File: src/rtl/pipe_pkg.sv
// rtl/pipe_pkg.sv - shared widths, forwarding select codes and shadow-slot type
//   REG_W        register index width
//   FWD_*        EX operand mux select encodings (11 is never produced)
//   slot_t       one shadow pipeline slot: destination register and write enable
//   fwd_sel      EX-over-MEM priority select for one operand
package pipe_pkg;

  localparam int REG_W = 5;

  localparam logic [1:0] FWD_REGFILE = 2'b00;
  localparam logic [1:0] FWD_MEMWB   = 2'b01;
  localparam logic [1:0] FWD_EXMEM   = 2'b10;

  typedef struct packed {
    logic             regwrite;
    logic [REG_W-1:0] dst;
  } slot_t;

  localparam slot_t SLOT_BUBBLE = '0;

  // The younger producer (EX) holds the newest value, so it wins.
  function automatic logic [1:0] fwd_sel(input logic ex_hit, input logic mem_hit);
    if (ex_hit) begin
      return FWD_EXMEM;
    end else if (mem_hit) begin
      return FWD_MEMWB;
    end
    return FWD_REGFILE;
  endfunction

endpackage

File: src/rtl/hazard_cmp.sv
// rtl/hazard_cmp.sv - one source-register versus one shadow-slot dependency check
//   use_src  in   ID instruction actually reads this source
//   src      in   source register index
//   slot     in   shadow slot being compared against
//   hit      out  slot will write the register this source reads
module hazard_cmp
  import pipe_pkg::*;
(
  input  logic             use_src,
  input  logic [REG_W-1:0] src,
  input  slot_t            slot,
  output logic             hit
);

  // $0 is hard-wired to zero, so a write to it never creates a dependency.
  assign hit = use_src && (src != '0) && slot.regwrite && (slot.dst == src);

endmodule

File: src/rtl/hazard_forward_unit.sv
// rtl/hazard_forward_unit.sv - load-use stall detection and EX operand forwarding selects
//   clk, rst_n         clock, asynchronous active-low reset
//   id_valid           ID holds a real instruction
//   id_rs/id_rt        ID source registers, qualified by id_use_rs/id_use_rt
//   id_dst             ID destination register
//   id_regwrite        ID instruction writes the register file
//   id_memread         ID instruction is a load
//   flush              squash the ID instruction
//   stall              hold PC and IF/ID (combinational)
//   ex_forward_a/b     registered EX operand mux selects
// Build option: FORWARDING_EN. Without it the selects are tied to the register
// file and any in-flight producer of a used source stalls ID.
module hazard_forward_unit
  import pipe_pkg::*;
(
  input  logic             clk,
  input  logic             rst_n,
  input  logic             id_valid,
  input  logic [REG_W-1:0] id_rs,
  input  logic [REG_W-1:0] id_rt,
  input  logic             id_use_rs,
  input  logic             id_use_rt,
  input  logic [REG_W-1:0] id_dst,
  input  logic             id_regwrite,
  input  logic             id_memread,
  input  logic             flush,
  output logic             stall,
  output logic [1:0]       ex_forward_a,
  output logic [1:0]       ex_forward_b
);

  slot_t ex_slot_q, ex_slot_d;
  slot_t mem_slot_q, mem_slot_d;
  logic  ex_memread_q, ex_memread_d;

  logic rs_ex_hit, rs_mem_hit, rt_ex_hit, rt_mem_hit;
  logic ex_hit, mem_hit;
  logic id_live, advance;

  hazard_cmp u_cmp_rs_ex  (.use_src(id_use_rs), .src(id_rs), .slot(ex_slot_q),  .hit(rs_ex_hit));
  hazard_cmp u_cmp_rs_mem (.use_src(id_use_rs), .src(id_rs), .slot(mem_slot_q), .hit(rs_mem_hit));
  hazard_cmp u_cmp_rt_ex  (.use_src(id_use_rt), .src(id_rt), .slot(ex_slot_q),  .hit(rt_ex_hit));
  hazard_cmp u_cmp_rt_mem (.use_src(id_use_rt), .src(id_rt), .slot(mem_slot_q), .hit(rt_mem_hit));

  assign ex_hit  = rs_ex_hit | rt_ex_hit;
  assign mem_hit = rs_mem_hit | rt_mem_hit;

  // A flushed ID slot is dead: it never stalls, and flush therefore beats stall.
  assign id_live = id_valid & ~flush;

`ifdef FORWARDING_EN
  // Only a load in EX cannot be forwarded in time; one bubble moves it to MEM.
  assign stall = id_live & ex_hit & ex_memread_q;
`else
  // No bypass paths: wait until every in-flight producer has written back.
  assign stall = id_live & ((ex_hit & ex_memread_q) | (ex_hit & ~ex_memread_q) | mem_hit);
`endif

  assign advance = id_live & ~stall;

  always_comb begin
    ex_slot_d    = SLOT_BUBBLE;
    ex_memread_d = 1'b0;
    mem_slot_d   = ex_slot_q;
    if (advance) begin
      ex_slot_d.regwrite = id_regwrite;
      ex_slot_d.dst      = id_dst;
      ex_memread_d       = id_memread;
    end
  end

  always_ff @(posedge clk or negedge rst_n) begin
    if (!rst_n) begin
      ex_slot_q    <= SLOT_BUBBLE;
      ex_memread_q <= 1'b0;
      mem_slot_q   <= SLOT_BUBBLE;
    end else begin
      ex_slot_q    <= ex_slot_d;
      ex_memread_q <= ex_memread_d;
      mem_slot_q   <= mem_slot_d;
    end
  end

`ifdef FORWARDING_EN
  logic [1:0] fwd_a_q, fwd_a_d;
  logic [1:0] fwd_b_q, fwd_b_d;

  // Selects travel with the instruction into EX; a bubble carries register-file.
  always_comb begin
    fwd_a_d = FWD_REGFILE;
    fwd_b_d = FWD_REGFILE;
    if (advance) begin
      fwd_a_d = fwd_sel(rs_ex_hit, rs_mem_hit);
      fwd_b_d = fwd_sel(rt_ex_hit, rt_mem_hit);
    end
  end

  always_ff @(posedge clk or negedge rst_n) begin
    if (!rst_n) begin
      fwd_a_q <= FWD_REGFILE;
      fwd_b_q <= FWD_REGFILE;
    end else begin
      fwd_a_q <= fwd_a_d;
      fwd_b_q <= fwd_b_d;
    end
  end

  assign ex_forward_a = fwd_a_q;
  assign ex_forward_b = fwd_b_q;
`else
  assign ex_forward_a = FWD_REGFILE;
  assign ex_forward_b = FWD_REGFILE;
`endif

endmodule

File: config.mk
export PLATFORM = sky130hd
export DESIGN_NAME = hazard_forward_unit
export DESIGN_NICKNAME = d
export VERILOG_FILES = /design/src/rtl/pipe_pkg.sv /design/src/rtl/hazard_cmp.sv /design/src/rtl/hazard_forward_unit.sv
export SDC_FILE = /design/constraint.sdc
export NUM_CORES = 1
export LEC_CHECK = 0
export CAP_MARGIN = 5
export CORE_ASPECT_RATIO = 1.2
export CORE_MARGIN = 2
export CORE_UTILIZATION = 35
export CTS_CLUSTER_DIAMETER = 150
export CTS_CLUSTER_SIZE = 8
export DETAILED_ROUTE_END_ITERATION = 8
export PLACE_DENSITY = 0.67
export SYNTH_ARGS = -nofsm -noshare
export SYNTH_HDL_FRONTEND = slang
export SYNTH_HIERARCHICAL = 1
export SYNTH_SLANG_ARGS = --single-unit
File: constraint.sdc
create_clock -name clk -period 3.5 [get_ports clk]
set_clock_uncertainty 0.05 [all_clocks]
set_input_delay 0.7 -clock clk [delete_from_list [all_inputs] [get_ports clk]]
set_output_delay 0.7 -clock clk [all_outputs]
set_load 0.005 [all_outputs]
==> results of run 1 <==
cells by family after synthesis:
group | Yosys count | share of synthesized area, %
other | 1 | 0.528
buffers and inverters | 8 | 6.34
XOR/XNOR | 16 | 19.7
AO/OA/AOI/OAI | 8 | 7.75
flip-flops | 12 | 42.3
AND/OR/NAND/NOR | 21 | 23.4
cells in the final DEF (no fill, tap or decap):
cell              n
dfrtp_1          12
nor2b_1           2
inv_1             4
o2111ai_1         4
nor3b_2           4
nand3_1           4
nor4_1            4
nor4_4            1
buf_4             1
clkdlybuf4s50_1  22
conb_1            4
and3_1            6
o21ai_0           4
xnor2_1          16
clkbuf_4          3
worst paths after layout:
path                               from       endpoint  depth (start not counted)
min                        ex_slot_q[5]  mem_slot_q[5]                          0
max                            id_rt[0]          stall                          7
min reg2reg                ex_slot_q[5]  mem_slot_q[5]                          0
max reg2reg                ex_slot_q[0]   ex_slot_q[1]                          6
max in group asynchronous         rst_n   ex_slot_q[3]                          1
min in group asynchronous         rst_n   ex_slot_q[0]                          1
layout make-up:
| class | count | area, um^2 | share of cell area (%) |
|---|---|---|---|
| Clock buffer | 3 | 22.5 | 2.33 |
| Inverter | 4 | 15.0 | 1.55 |
| Multi-Input combinational cell | 49 | 377 | 39.0 |
| Sequential cell | 12 | 300 | 31.1 |
| Tap cell | 19 | 23.8 | 2.46 |
| Timing Repair Buffer | 23 | 228 | 23.6 |
power by group:
part / total (mW) / switching, mW / internal, mW
clock network: 0.0747 / 0.0352 / 0.0395
registers: 0.149 / 0.00532 / 0.144
logic: 0.0572 / 0.0211 / 0.0361
registers in the layout, indices dropped and copies added, names as in the netlist:
signal and flops:
ex_slot_q 6, mem_slot_q 6
through the flow:
step                      total power [mW]  instance area (um^2)  hold WS [ps]  cells  worst slack, ps
final                                0.281                   966           368    110              151
after CTS                            0.286                   966           379    110              128
after global placement               0.209                   943           347    107              167
after global routing                 0.300                   966           403    110             10.2
after detailed placement             0.210                   943           364    107              135
after floorplan                      0.178                   722           323     69             1150
metal layers:
layer	up-vias	wire, um	track usage (%)
met5	-	0	0
met4	0	9	7.35
met3	2	81	1.71
met2	16	665	22.4
met1	243	447	11.4
li1	279	-	-
worst max-delay path: cells and delay by family:
kind,cells,cell delay [ps]
compound gates,1,100
buf+inv,2,940
simple gates,4,860
==> out/metrics.yaml, run 1 <==
yosys.area.top_type: "dfrtp_1"
critical_path_arrival_ps: 2600
synth-edff-count: 0
viasPerCell: 4.91
insertion_delay_ps: 250
crit_path_start_kind: "input port"
netlist_area_um2: 711
fin_setup_tns_ps: 0
start_util_pct: 38.0
wirelength_um: 1200
hp-class: "reg -> reg"
synthFlopType: "dfrtp_1"
grt_max_degree: 13
fin_crit_ps: 3350
crit_type: "in -> out"
fmax_mhz: 299
grt_use_total_pct: 11.8
yosys_warnings: 6
required_ps: 2750
power_density_nw_per_um2: 291
ir_drop_uv: 223
synth.most_common_cell: "xnor2_1"
die_width_um: 45.1
synthTopCellsByCount: "xnor2_1, dfrtp_1, and3_1"
grt_first_pass_wirelength_um: 2050
leakage_nw: 0.389
grt_antenna_before_repair: 0
fill_cells: 185
placementRows: 17
path_cells: "clkdlybuf4s50_1, nor4_1, o21ai_0, nor3b_2, nor4_4, nor2b_1, clkdlybuf4s50_1"
numPortBuffers: 22
core_region_area_um2: 1870
dp.final_hpwl_um: 1080
cpPeakStageDelay_ps: 490
cts-root-buf: "clkbuf_4"
synthCells: 66
drt_iter0_markers: 4
grt-ovfl-total: 0
clockBufferDepth: 2
cpMostUsedCell: "clkdlybuf4s50_1"
post-cts-setup-buffer-count: 0
critPathSlowestCell: "clkdlybuf4s50_1"
drc: 0
syn_area_per_cell_um2: 10.8
outcome: "complete, no violations"
dieArea_um2: 2410
setup_viol: 0
endpoint_kind: "primary output"
fin_util_pct: 51.6
postCtsResizedCells: 0
cts_buffers: 3
rsz0062_at_grt: "no"
synth-async-reset-ratio_pct: 100
h-tree-depth: 1
slew_viol_final: 0
drive_gt1_share_pct: 9.89
synth_top_cell_area_share_pct: 42.3
period_share_pct: 95.7
r2r_setup_slack_ps: 1960
syn_to_final_growth_pct: 35.9
synth-seq-area-share_pct: 42.3
fin_nets: 116
timing_hold_violations_final: 0
path_max_fanout: 4
yosys-top-cells-area: "dfrtp_1, xnor2_1, nor3b_2"
path_clk_slew_ps: 60
ys_types: 13
fp.dieH_um: 53.4
clock_sinks: 12
vias: 540
dr.pass1.iters: 2
first_global_vias: 543
io-pin-count: 28
cts_tree: "built"
wire_per_inst_um: 10.9
drtAntennaViolNets: 0
cap_violations: 0
diodes: 0
cts_hold_repair.buffers: 0
gp_congestion: 0.693
ys_ff_latch: 12
Note: power is estimated with default switching activity, not from simulation.
==> run 2, diff against run 1 <==
- HOLD_SLACK_MARGIN: unset -> 0.02
==> results of run 2 <==
No change in the layout: final DEF, timing and power equal those of run 1.
